File: config.mk
export PLATFORM = sky130hd
export DESIGN_NAME = fifo_wr_ctrl_flat
export DESIGN_NICKNAME = d
export VERILOG_FILES = /design/src/rtl/fifo_pkg.sv /design/src/rtl/fifo_wr_ctrl_if.sv /design/src/rtl/sync_2ff.sv /design/src/rtl/fifo_wr_ctrl.sv /design/src/flat_wrapper.sv
export SDC_FILE = /design/constraint.sdc
export NUM_CORES = 1
export LEC_CHECK = 0
export CAP_MARGIN = 20
export CORE_ASPECT_RATIO = 1.75
export CORE_UTILIZATION = 35
export CTS_CLUSTER_DIAMETER = 200
export DETAILED_ROUTE_END_ITERATION = 16
export HOLD_SLACK_MARGIN = 0.15
export PLACE_DENSITY = 0.65
export SETUP_SLACK_MARGIN = 0.5
export SLEW_MARGIN = 20
export SYNTH_ARGS = -nofsm -noshare
export SYNTH_HDL_FRONTEND = slang
export SYNTH_SLANG_ARGS = --single-unit
export TNS_END_PERCENT = 50
File: constraint.sdc
create_clock -name wclk -period 3.16 [get_ports wclk]
set_clock_uncertainty 0.2 [all_clocks]
set_input_delay 0.632 -clock wclk [delete_from_list [all_inputs] [get_ports wclk]]
set_output_delay 0.632 -clock wclk [all_outputs]
set_load 0.005 [all_outputs]
File: src/rtl/fifo_pkg.sv
// Shared FIFO definitions: pointer geometry and Gray-code conversions.
// Both the write-side and read-side controllers import this package.
package fifo_pkg;

    localparam int PTR_WIDTH = 3;
    localparam int DEPTH     = 2 ** PTR_WIDTH;

    typedef logic [PTR_WIDTH:0] ptr_t;

    function automatic ptr_t bin2gray(input ptr_t bin);
        return bin ^ (bin >> 1);
    endfunction

    // Each binary bit is the XOR of all Gray bits at or above it.
    function automatic ptr_t gray2bin(input ptr_t gray);
        ptr_t bin;
        bin[PTR_WIDTH] = gray[PTR_WIDTH];
        for (int i = PTR_WIDTH - 1; i >= 0; i--) begin
            bin[i] = bin[i + 1] ^ gray[i];
        end
        return bin;
    endfunction

endpackage

File: src/rtl/fifo_wr_ctrl_if.sv
// Write-side FIFO control bundle: producer request, read-pointer input,
// and the write controller's pointers and status flags.
interface fifo_wr_ctrl_if #(
    parameter int PTR_WIDTH = fifo_pkg::PTR_WIDTH
);
    logic                 w_en;
    logic [PTR_WIDTH:0]   g_rptr_async;
    logic                 ovf_clr;
    logic [PTR_WIDTH:0]   b_wptr;
    logic [PTR_WIDTH:0]   g_wptr;
    logic                 full;
    logic                 almost_full;
    logic [PTR_WIDTH:0]   wr_level;
    logic                 wr_ack;
    logic                 overflow;

    modport master (
        output w_en, g_rptr_async, ovf_clr,
        input  b_wptr, g_wptr, full, almost_full, wr_level, wr_ack, overflow
    );

    modport slave (
        input  w_en, g_rptr_async, ovf_clr,
        output b_wptr, g_wptr, full, almost_full, wr_level, wr_ack, overflow
    );
endinterface

File: src/rtl/sync_2ff.sv
// Two-flop synchronizer bringing a Gray-coded pointer into the wclk domain.
module sync_2ff #(
    parameter int WIDTH = 4
) (
    input  logic             wclk,
    input  logic             wrst_n,
    input  logic [WIDTH-1:0] d,
    output logic [WIDTH-1:0] q
);
    logic [WIDTH-1:0] meta;

    // NOTE: non-blocking assignments make q take meta's old value, giving two real stages.
    always_ff @(posedge wclk) begin
        if (!wrst_n) begin
            meta <= '0;
            q    <= '0;
        end else begin
            meta <= d;
            q    <= meta;
        end
    end
endmodule

File: src/rtl/fifo_wr_ctrl.sv
// Write-domain controller of an asynchronous FIFO: write pointer, full and
// almost-full detection against the synchronized read pointer, overflow flag.
module fifo_wr_ctrl
    import fifo_pkg::bin2gray, fifo_pkg::gray2bin;
#(
    parameter int DEPTH     = fifo_pkg::DEPTH,
    parameter int PTR_WIDTH = fifo_pkg::PTR_WIDTH,
    parameter int AF_LEVEL  = 6
) (
    input  logic          wclk,
    input  logic          wrst_n,
    fifo_wr_ctrl_if.slave wif
);
    // An out-of-range AF_LEVEL saturates at DEPTH rather than never firing.
    localparam int                 AF_CLAMP  = (AF_LEVEL > DEPTH) ? DEPTH : AF_LEVEL;
    localparam logic [PTR_WIDTH:0] AF_THRESH = (PTR_WIDTH + 1)'(AF_CLAMP);

    logic [PTR_WIDTH:0] g_rptr_sync;
    logic [PTR_WIDTH:0] b_wptr, g_wptr, wr_level;
    logic [PTR_WIDTH:0] b_wptr_next, g_wptr_next, wr_level_next;
    logic               full, almost_full, wr_ack, overflow;
    logic               wr_accept, full_next, almost_full_next, overflow_next;

    sync_2ff #(.WIDTH(PTR_WIDTH + 1)) u_rptr_sync (
        .wclk  (wclk),
        .wrst_n(wrst_n),
        .d     (wif.g_rptr_async),
        .q     (g_rptr_sync)
    );

    always_comb begin
        wr_accept        = wif.w_en && !full;
        b_wptr_next      = b_wptr + {{PTR_WIDTH{1'b0}}, wr_accept};
        g_wptr_next      = bin2gray(b_wptr_next);
        // Full: writer is one lap ahead, i.e. Gray pointers differ only in the top two bits.
        full_next        = (g_wptr_next == {~g_rptr_sync[PTR_WIDTH -: 2],
                                            g_rptr_sync[PTR_WIDTH-2:0]});
        wr_level_next    = b_wptr_next - gray2bin(g_rptr_sync);
        almost_full_next = (wr_level_next >= AF_THRESH);
        overflow_next    = (wif.w_en && full) || (overflow && !wif.ovf_clr);
    end

    // NOTE: reset has priority over everything, so w_en is ignored in a reset cycle.
    always_ff @(posedge wclk) begin
        if (!wrst_n) begin
            b_wptr      <= '0;
            g_wptr      <= '0;
            wr_level    <= '0;
            full        <= 1'b0;
            almost_full <= 1'b0;
            wr_ack      <= 1'b0;
            overflow    <= 1'b0;
        end else begin
            b_wptr      <= b_wptr_next;
            g_wptr      <= g_wptr_next;
            wr_level    <= wr_level_next;
            full        <= full_next;
            almost_full <= almost_full_next;
            wr_ack      <= wr_accept;
            overflow    <= overflow_next;
        end
    end

    assign wif.b_wptr      = b_wptr;
    assign wif.g_wptr      = g_wptr;
    assign wif.wr_level    = wr_level;
    assign wif.full        = full;
    assign wif.almost_full = almost_full;
    assign wif.wr_ack      = wr_ack;
    assign wif.overflow    = overflow;
endmodule

File: src/flat_wrapper.sv
// flat-port wrapper written by rule: the top's interface ports become plain ports
module fifo_wr_ctrl_flat import fifo_pkg::bin2gray, fifo_pkg::gray2bin;
#(
    parameter int DEPTH     = fifo_pkg::DEPTH,
    parameter int PTR_WIDTH = fifo_pkg::PTR_WIDTH,
    parameter int AF_LEVEL  = 6
)
  (wclk, wrst_n, wif_w_en, wif_g_rptr_async, wif_ovf_clr, wif_b_wptr, wif_g_wptr, wif_full, wif_almost_full, wif_wr_level, wif_wr_ack, wif_overflow);
  fifo_wr_ctrl_if #(.PTR_WIDTH(PTR_WIDTH)) wif_i ();
  input  logic wclk;
  input  logic wrst_n;
  input wire logic [$bits(wif_i.w_en)-1:0] wif_w_en;
  input wire logic [$bits(wif_i.g_rptr_async)-1:0] wif_g_rptr_async;
  input wire logic [$bits(wif_i.ovf_clr)-1:0] wif_ovf_clr;
  output wire logic [$bits(wif_i.b_wptr)-1:0] wif_b_wptr;
  output wire logic [$bits(wif_i.g_wptr)-1:0] wif_g_wptr;
  output wire logic [$bits(wif_i.full)-1:0] wif_full;
  output wire logic [$bits(wif_i.almost_full)-1:0] wif_almost_full;
  output wire logic [$bits(wif_i.wr_level)-1:0] wif_wr_level;
  output wire logic [$bits(wif_i.wr_ack)-1:0] wif_wr_ack;
  output wire logic [$bits(wif_i.overflow)-1:0] wif_overflow;
  assign wif_i.w_en = wif_w_en;
  assign wif_i.g_rptr_async = wif_g_rptr_async;
  assign wif_i.ovf_clr = wif_ovf_clr;
  assign wif_b_wptr = wif_i.b_wptr;
  assign wif_g_wptr = wif_i.g_wptr;
  assign wif_full = wif_i.full;
  assign wif_almost_full = wif_i.almost_full;
  assign wif_wr_level = wif_i.wr_level;
  assign wif_wr_ack = wif_i.wr_ack;
  assign wif_overflow = wif_i.overflow;
  fifo_wr_ctrl #(.DEPTH(DEPTH), .PTR_WIDTH(PTR_WIDTH), .AF_LEVEL(AF_LEVEL)) u_core (.wclk(wclk), .wrst_n(wrst_n), .wif(wif_i));
endmodule
==> impl_summary.md <==
Run status
The flow ran to the end, and the final reports show no timing, DRC or antenna violations.

Synth
Yosys mapped the design onto 25 distinct sky130hd cell types. In the synthesized netlist, the cells that appear most often are sky130_fd_sc_hd__dfxtp_1 (23), sky130_fd_sc_hd__and2_1 (11), sky130_fd_sc_hd__xnor2_1 (7), sky130_fd_sc_hd__nor2_1 (6). By area the synthesized netlist is led by sky130_fd_sc_hd__dfxtp_1 (51%), sky130_fd_sc_hd__and2_1 (7.6%), sky130_fd_sc_hd__ha_1 (6.9%), sky130_fd_sc_hd__xnor2_1 (6.8%), sky130_fd_sc_hd__xor2_1 (4.8%). By instance count, the leading cell after synthesis is sky130_fd_sc_hd__dfxtp_1. Yosys printed 0 warnings. A synthesized cell averages approximately 11 um2. In the synthesized netlist the dominant register cell turns out to be sky130_fd_sc_hd__dfxtp_1. The synthesized design devotes to its leading area cell type between 50 and 60% of total area.

The biggest area contributor in the post-synthesis netlist is sky130_fd_sc_hd__dfxtp_1. The count of mapped cells out of synthesis is 85. The post-synthesis net count is 99. Summing every instance area after synthesis gives ~900 um2.

Summing the sequential cell areas from Yosys gives around half of the chip area. The async set or reset register ratio after synthesis is 0%. Counting flops and latches in the post-synthesis netlist gives 23. The synthesized design contains 0 enable-type register cells.

STA
The max-slew violation count was 0. For the pin with the worst max-slew slack, the measured transition is ~330 ps. The clock period minus worst slack is 2612 ps. The final critical path takes up ~83% of the cycle. Measured against its own limit, the worst slew margin works out to between 70% and 80%. The number of hold violations in the final report is 0.

The achievable frequency is 382.9 MHz. Across all hold checks on the routed design, the worst slack comes to between 200 and 250 ps. The number of endpoints failing setup at the final stage is 0. In the final timing run, aggregate negative setup slack is 0 ps. Setup repair after global routing left no endpoint under its margin.

Floorplan
The core region area is 2462 um2. The floorplan has 24 rows. For this design the top-level I/O count stands at 24.

The die is 40.41 um wide. The die height is 69.21 um. The die covers between 2000 and 3000 um2.

The starting density of the core is between 30% and 40%.

Placed design
Summed over all nets, the half-perimeter wirelength after detailed placement is about 1.2 mm. The count of buffers inserted at the top-level ports is 23. The instance count after placement with tap cells included is ~130. The global placement routability congestion is between 0.6 and 0.7.

Finish
The layout overhead on the synthesized area is 39.61%. The antenna cell count is 0. The finished layout holds around 140 standard cells, fillers aside. Fill cells in the final layout number 236. The fraction of layout instances using a drive strength above 1 is a little under an eighth. Once layout is complete, the utilization of the core stands at between 50% and 60%. The final net count is roughly 130.

Worst setup path
The worst setup path endpoint is u_core.wif.full$_SDFF_PN0_. The start point of the critical path is wif_w_en. At the worst endpoint, the arrival time is 2580 ps.

Setup slack on the worst reg-to-reg path comes out at just under 900 ps. The slowest stage of the critical path belongs to the cell sky130_fd_sc_hd__clkdlybuf4s50_1. The setup path with the least slack is of type primary input to flip-flop.

The reg-to-reg endpoint is u_core.wif.almost_full$_SDFF_PN0_. For the worst setup path, the data required time is 3130 ps. The startpoint of the worst-slack reg-to-reg timing path is u_core.u_rptr_sync.q[3]$_SDFF_PN0_. Traced cell by cell, the critical path runs through clkdlybuf4s50_1 > nor2b_4 > ha_4 > ha_4 > xor2_4 > xor2_1 > or3_1 > a2111oi_2.

For the worst flop-to-flop path, the logic depth is 8. The library cell appearing most often on the critical path is sky130_fd_sc_hd__ha_4. On the worst path, the slowest cell contributes a delay of about 480 ps. The startpoint type of the worst setup path is a primary input. STA classifies the critical path endpoint as a flip-flop. Of all nets on the critical path, the largest fanout is 3.

CTS
The clock insertion delay at the later pin of the skew report is between 200 and 300 ps. Clock-pin slew was measured on the worst setup and hold paths at 80 ps. The CTS tree is done. CTS built an H-tree with a depth of 1. Counting the buffers created by CTS gives 3. The clock drives 23 sinks. The number of buffers on the longest clock path is 2. The clock tree root buffer cell is sky130_fd_sc_hd__clkbuf_8.

Drt
In the final routed layout, each cell accounts on average for about 12 um. The detailed router's first-iteration violation count is 6. After detailed routing, the total wire length is 1.695 mm. The ratio of routed vias to standard cells is 4.667.

For this run, design rule violations remaining after detail routing come to 0. The number of search-and-repair iterations in the first detailed-routing pass is 2. The detailed router placed roughly 640 vias in this run. In this run the remaining antenna-violating nets after routing total 0.

Global routing
For this run the aggregate overflow at the end of global routing stands at 0. Entering global routing, the biggest net connects 15 pins. The first-pass GRT wire length is between 2 and 3 mm. The via count of the first global-routing pass was a little under 600. The overall global routing resource usage is around 14%. The number of antenna violations at the first check in global routing is 0.

Job
The number of max-cap violations is 0.

Power and ir drop
The design draws between 0.0006 and 0.0007 W. The areal power density over the cells is around 520 nW/um2. For this design the static power due to leakage is around 0.50 nW. The peak supply drop is approximately 250 uV.

Worst hold path
The worst hold path belongs to the class flip-flop to flip-flop.
-- final cells by class --
| type | count | area, um2 | share of cell area (%) |
|---|---|---|---|
| clock buffer | 4 | 45.04 | 3.571 |
| inverter | 6 | 22.52 | 1.786 |
| multi-input combinational | 54 | 455.4 | 36.11 |
| sequential | 23 | 460.4 | 36.51 |
| tap | 26 | 32.53 | 2.579 |
| timing repair buffer | 25 | 245.2 | 19.44 |
-- cell families (layout without fill, tap and decap cells) --
group / count (synthesis) / in the layout / share of synthesized area [%]
AO/OA/AOI/OAI: 6 / 6 / 5.124
XOR/XNOR: 13 / 13 / 13.44
adder cells (fa/ha/maj): 6 / 6 / 9.141
buffers and inverters: 8 / 35 / 3.739
flip-flops: 23 / 23 / 50.97
AND/OR/NAND/NOR: 29 / 29 / 17.59
-- per-layer routing --
metal | global-route usage (%) | share of wire (%) | routed length [um] | vias to the layer above
li1 | - | - | - | 322
met1 | 15.84 | 37 | 633 | 300
met2 | 23.10 | 57 | 973 | 18
met3 | 2.885 | 3.3 | 56 | 4
met4 | 7.778 | 1.9 | 32 | 0
met5 | 0 | 0 | 0 | -
-- worst max-delay path, delay by kind of cell --
family | cells | cell delay, ps
AND/OR/NAND/NOR | 2 | 510
buffers and inverters | 1 | 480
AO/OA/AOI/OAI | 1 | 340
adder cells (fa/ha/maj) | 2 | 310
XOR/XNOR | 2 | 290
-- flip-flops by register name, indices dropped and copies added, names as in the netlist --
| register | cells |
|---|---|
| u_core.u_rptr_sync.q | 4 |
| u_core.wif.almost_full | 1 |
| u_core.wif.wr_ack | 1 |
| u_core.u_rptr_sync.meta | 4 |
| u_core.wif.b_wptr | 3 |
| u_core.wif.overflow | 1 |
| u_core.wif.full | 1 |
| u_core.wif.g_wptr | 4 |
| u_core.wif.wr_level | 4 |
-- how the worst min path moves through the flow --
stage | startpoint | end | slack, ps | cells after the start
floorplan | u_core.u_rptr_sync.meta[0]$_SDFF_PN0_ | u_core.u_rptr_sync.q[0]$_SDFF_PN0_ | 210 | 1
global placement | u_core.u_rptr_sync.meta[1]$_SDFF_PN0_ | u_core.u_rptr_sync.q[1]$_SDFF_PN0_ | 220 | 1
detailed placement | u_core.u_rptr_sync.meta[1]$_SDFF_PN0_ | u_core.u_rptr_sync.q[1]$_SDFF_PN0_ | 220 | 1
CTS | u_core.u_rptr_sync.meta[1]$_SDFF_PN0_ | u_core.u_rptr_sync.q[1]$_SDFF_PN0_ | 240 | 1
global route | u_core.u_rptr_sync.meta[1]$_SDFF_PN0_ | u_core.u_rptr_sync.q[1]$_SDFF_PN0_ | 250 | 1
finish | u_core.u_rptr_sync.meta[1]$_SDFF_PN0_ | u_core.u_rptr_sync.q[1]$_SDFF_PN0_ | 240 | 1
-- through the flow --
| step | setup WS [ps] | instance area (um2) |
|---|---|---|
| final | 548.5 | 1261 |
| after global routing | 515.2 | 1261 |
| after CTS | 493.4 | 1241 |
| after detailed placement | 61.54 | 1162 |
| after global placement | 139.4 | 1162 |
| after floorplan | 672.2 | 903.4 |
-- power breakdown --
part / switching, W / internal (W) / total [W] / leakage (nW)
Clock: 0.0000881 / 0.0000899 / 0.000178 / 0.0228
Combinational: 0.0000589 / 0.0000864 / 0.000145 / 0.291
Sequential: 0.0000114 / 0.000316 / 0.000327 / 0.190
Total: 0.000158 / 0.000492 / 0.000651 / 0.503
-- repair_timing --
item                       4_1_cts  5_1_grt
resized for setup                4        4
setup endpoints to repair        3        3
setup buffers                    1        0
hold buffers                     0        0
pin swaps                        1        0
-- placed cells by master (no fill, tap or decap) --
| cell type | count |
|---|---|
| sky130_fd_sc_hd__clkdlybuf4s50_1 | 23 |
| sky130_fd_sc_hd__dfxtp_1 | 23 |
| sky130_fd_sc_hd__and2_1 | 11 |
| sky130_fd_sc_hd__xnor2_1 | 7 |
| sky130_fd_sc_hd__nor2_1 | 6 |
| sky130_fd_sc_hd__xor2_1 | 5 |
| sky130_fd_sc_hd__inv_1 | 5 |
| sky130_fd_sc_hd__nand2_1 | 4 |
| sky130_fd_sc_hd__ha_1 | 3 |
| sky130_fd_sc_hd__clkbuf_8 | 3 |
| sky130_fd_sc_hd__a21oi_1 | 2 |
| sky130_fd_sc_hd__ha_4 | 2 |
| sky130_fd_sc_hd__buf_4 | 2 |
| sky130_fd_sc_hd__xor2_4 | 1 |
| sky130_fd_sc_hd__nor2b_4 | 1 |
| sky130_fd_sc_hd__clkinv_1 | 1 |
| sky130_fd_sc_hd__nand2b_1 | 1 |
| sky130_fd_sc_hd__nor2b_1 | 1 |
| sky130_fd_sc_hd__o21ai_1 | 1 |
| sky130_fd_sc_hd__nand3_2 | 1 |
| sky130_fd_sc_hd__a211o_1 | 1 |
| sky130_fd_sc_hd__nand4_1 | 1 |
| sky130_fd_sc_hd__o211ai_1 | 1 |
| sky130_fd_sc_hd__nand3_1 | 1 |
| sky130_fd_sc_hd__or3_1 | 1 |
| sky130_fd_sc_hd__a2111oi_2 | 1 |
| sky130_fd_sc_hd__or2_2 | 1 |
| sky130_fd_sc_hd__fa_2 | 1 |
| sky130_fd_sc_hd__clkbuf_1 | 1 |
Note: power is estimated with default switching activity, not from simulation.
==> RTL edit 1 (same settings) <==
`PTR_WIDTH`: 3 -> 2.
--- a/src/rtl/fifo_pkg.sv
+++ b/src/rtl/fifo_pkg.sv
@@ -2,7 +2,7 @@
 // Both the write-side and read-side controllers import this package.
 package fifo_pkg;
 
-    localparam int PTR_WIDTH = 3;
+    localparam int PTR_WIDTH = 2;
     localparam int DEPTH     = 2 ** PTR_WIDTH;
 
     typedef logic [PTR_WIDTH:0] ptr_t;
Ports: changed (resized wif_b_wptr, wif_g_rptr_async, wif_g_wptr and wif_wr_level); port bits go from 24 to 20. The function was not compared with the original's and may differ.
==> RTL edit 1 against the unedited design <==
Cell area down 25%; core utilization increased by 2.2 points; cell count fell by 25%; largest power group unchanged; critical path depth increased by 1; clock power decreased by 37%; highest routed layer unchanged; critical path type unchanged; area after synthesis decreased by 24%; sequential power down 26%; routed wire length down 44%; die area is 23% lower; synthesized cell count fell by 27%; power is 27% lower; critical endpoint is now u_core.wif.almost_full$_SDFF_PN0_; combinational power fell by 16%; sequential cell count decreased by 6; worst setup slack improved by 0.35 ns.
==> RTL edit 1: results (changes against the unedited design) <==
status=finished clean; CP max stage cell=mux2_4; final net count=94 (-26%); sequential share of power=50.7% (+0.4 points); Worst R2R Start=u_core.u_rptr_sync.q[2]$_SDFF_PN0_; Synth Area in Adders=7.30% (-1.8 points); Synth Area in XOR/XNOR=11.3% (-2.1 points); drt first-iter violations=4 (-2); hold endpoint=u_core.u_rptr_sync.q[2]$_SDFF_PN0_; Syn Area/Cell=11.1 um2 (+4.1%); Routed WL per cell=9.14 um (-26%); Pre-Repair DR Iteration Count=3 (+1); DP Area=881 um2 (-24%); hpwl dp=692 um (-43%); Critical Path Sink=u_core.wif.almost_full$_SDFF_PN0_; top cells by count, synth=dfxtp_1 (17), and2_1 (13), ha_1 (4), xor2_1 (4); drt via density=4.47 (-4.2%); asr flop ratio synth=0% (unchanged); hold path startpoint=u_core.u_rptr_sync.meta[2]$_SDFF_PN0_; worst skew pair latency=0.28 ns (+0.02 ns); Fmax=442 MHz (+15%); worst vdd ir=0.260 mV (+5.9%); layout cell share with drive strength beyond 1=13.4% (+1.8 points); sequential element share of the synthesized area=49.6% (-1.3 points); Synth cell types=21 (-16%); Largest delay share family, worst path=adder cells; Worst setup SP type=primary input; routability cong.=0.763 (+18%); Slew @ Worst Pin=0.421 ns (+0.0961 ns); Compound-Gate Fraction of Synth Area=5.47% (+0.35 points); Total Routed Length=951 um (-44%); Worst R2R Setup Slack=0.98 ns (+0.09 ns); worst-path fanout max=2 (-1); post-synthesis mux area share=1.64% (+1.6 points); clock group share of total power=23.6% (-3.8 points); CP peak stage delay=0.31 ns (-0.17 ns); first-pass GRT wire length=1.61 mm (-40%); Root Driver=clkbuf_4; post-place setup slack=0.111 ns (+0.0494 ns); Fillers=182 (-23%); P_leak=0.406 nW (-19%); critical path data arrival time=2.24 ns (-0.34 ns); gr usage total=10.5% (-3.7 points); Port Buffers=19 (-17%); dpl cells=100 (-25%); CTS sink cnt=17 (-26%); Post-CTS Setup Repair Bufs=0 (-1); Power Clock=0.112 mW (-37%); vias in the first global route=426 (-28%); largest net degree at the start of global routing=18 (+3)
==> RTL edit 1: cell types whose count changed in the layout (fill, tap and decap cells not counted), sizes merged, moves of 2 or more <==
cell,before,now
xnor2,7,4
xor2,6,4
clkdlybuf4s50,23,18
and2,11,13
nand3,2,0
inv,5,2
nand2,4,1
nor2,6,1
dfxtp,23,17
a21oi,2,0
==> RTL edit 1: metal layers <==
layer  vias to the layer above  GRT usage, %  part of all wire (%)
met1                       212          10.3                    39
met2                        14          18.8                    55
met4                         0          10.3                   2.8
met3                         4          1.10                   3.3
li1                        235             -                     -
met5                         -             0                     0
==> RTL edit 1: area by class of cell <==
type | instances | area, um2 | area share (%)
timing repair buffer | 20 | 200 | 21.1
tap | 22 | 27.5 | 2.90
clock buffer | 4 | 26.3 | 2.77
sequential | 17 | 340 | 35.9
inverter | 2 | 7.51 | 0.792
multi-input combinational | 39 | 347 | 36.5
==> RTL edit 1: timing repair <==
item,CTS,global route
resized for setup,5,3
hold buffers,0,0
pin swaps,1,1
setup endpoints to repair,1,1
==> RTL edit 2 (config.mk and constraints unchanged) <==
Made on the original files. Reset style: asynchronous (`wrst_n`), changed in 2 clocked blocks.
--- a/src/rtl/sync_2ff.sv
+++ b/src/rtl/sync_2ff.sv
@@ -10,7 +10,7 @@
     logic [WIDTH-1:0] meta;
 
     // NOTE: non-blocking assignments make q take meta's old value, giving two real stages.
-    always_ff @(posedge wclk) begin
+    always_ff @(posedge wclk or negedge wrst_n) begin
         if (!wrst_n) begin
             meta <= '0;
             q    <= '0;
--- a/src/rtl/fifo_wr_ctrl.sv
+++ b/src/rtl/fifo_wr_ctrl.sv
@@ -41,7 +41,7 @@
     end
 
     // NOTE: reset has priority over everything, so w_en is ignored in a reset cycle.
-    always_ff @(posedge wclk) begin
+    always_ff @(posedge wclk or negedge wrst_n) begin
         if (!wrst_n) begin
             b_wptr      <= '0;
             g_wptr      <= '0;
Formal check against the unedited RTL: differs if wrst_n is asserted again (counterexample within 4 cycles, from zero or initial values and one cycle with wrst_n low); with wrst_n held inactive, the same outputs for 10 cycles.
==> RTL edit 2 against the unedited design <==
Sequential cell count unchanged; routed wire length fell by 4.2%; critical path type unchanged; register-to-register slack worse by 0.24 ns; non-clock buffer count up 4; cell area increased by 7.2%; area after synthesis up 5.5%; worst setup slack improved by 0.032 ns.
Power is not compared: it rests on default switching activity, and its combinational part moved more than twofold at a synthesized area within 25%.
==> RTL edit 2: results (changes against the unedited design) <==
status=finished clean; post-place setup slack=-0.0308 ns (-0.0923 ns); hpwl dp=1.20 mm (-0.64%); Synth Instances=70 (-18%); syn_nets=84 (-15%); Worst R2R Setup Slack=0.65 ns (-0.24 ns); vias in the first global route=645 (+9.5%); GR Util met1=10.5% (-5.3 points); Cell Count, Final, Fillers Out=128 (-7.2%); critical path data arrival time=2.53 ns (-0.05 ns); Max H-tree Level=1 (unchanged); hold path startpoint=u_core.u_rptr_sync.meta[2]$_DFF_PN0_; largest net degree at the start of global routing=24 (+9); hold endpoint=u_core.u_rptr_sync.q[2]$_DFF_PN0_; met3 Use GR=2.81% (-0.078 points); Post-CTS Setup Repair Bufs=1 (unchanged); Synth cell types=23 (-8.0%); Fillers=228 (-3.4%); Slew @ Worst Pin=0.401 ns (+0.0752 ns); worst-path fanout max=2 (-1); Total Routed Length=1.62 mm (-4.2%); hold depth=0 (-1); sequential element share of the synthesized area=60.4% (+9.4 points); Final period util=81.6% (-1.0 points); Pre-Repair DR Iteration Count=4 (+2); Critical Path Sink=u_core.wif.almost_full$_DFF_PN0_; R2R depth=8 (unchanged); hold slack final=0.150 ns (-0.0870 ns); Worst R2R Start=u_core.u_rptr_sync.q[3]$_DFF_PN0_; met2 WL=912 um (-6.3%); DP Area=1240 um2 (+7.0%); first-pass GRT wire length=2.65 mm (-2.3%); P_leak=approximately 0.59 nW; total length of routed met3 wires=68 um (+21%); routability cong.=0.798 (+24%); wire length on met1=572 um (-9.6%); Largest delay share family, worst path=adder cells; gr usage total=12.5% (-1.7 points); asr flop ratio synth=100% (+100 points); Synth area leaders=dfrtp_1 (60%), xnor2_1 (9.2%), ha_1 (6.6%); cts repair resizes=6 (+2); top cells by count, synth=dfrtp_1 (23), xnor2_1 (10), inv_1 (8), ha_1 (5), xor2_1 (5); CP peak stage delay=0.58 ns (+0.10 ns); CP max stage cell=fa_1; layout cell share with drive strength beyond 1=19.6% (+8.0 points); GR Layer Usage met2=23.6% (+0.51 points); drt via density=4.92 (+5.5%); drt first-iter violations=10 (+4)
RTL edit 2: worst reg2reg max path, delay by kind of cell (launching register included):
family          cells  cell delay [ns]
fa+ha+maj           2             0.68
xor+xnor            3             0.63
flops               1             0.43
compound gates      2             0.35
buf+inv             1             0.16
RTL edit 2: where the power goes:
part           internal, mW  leakage [nW]  total (mW)  switching (mW)
sequential            0.403         0.272       0.467          0.0643
combinational         0.521         0.297       0.907           0.386
clock                0.0901        0.0228       0.182          0.0919
total                  1.01         0.592        1.56           0.542
RTL edit 2: cell type report:
type	count	area (um2)	area share [%]
Inverter	8	30.0	2.22
Tap cell	26	32.5	2.41
Multi-Input combinational cell	38	395	29.2
Clock buffer	4	45.0	3.33
Timing Repair Buffer	29	274	20.3
Sequential cell	23	576	42.6
RTL edit 2: cells by family after synthesis:
logic type	share of synthesized area, %
DFF	60.4
xor gates and xnor gates	15.5
AOI/OAI and AO/OA	7.09
buffers and inverters	3.94
adders and majority gates	8.66
and+or+nand+nor	3.41
muxes	1.05
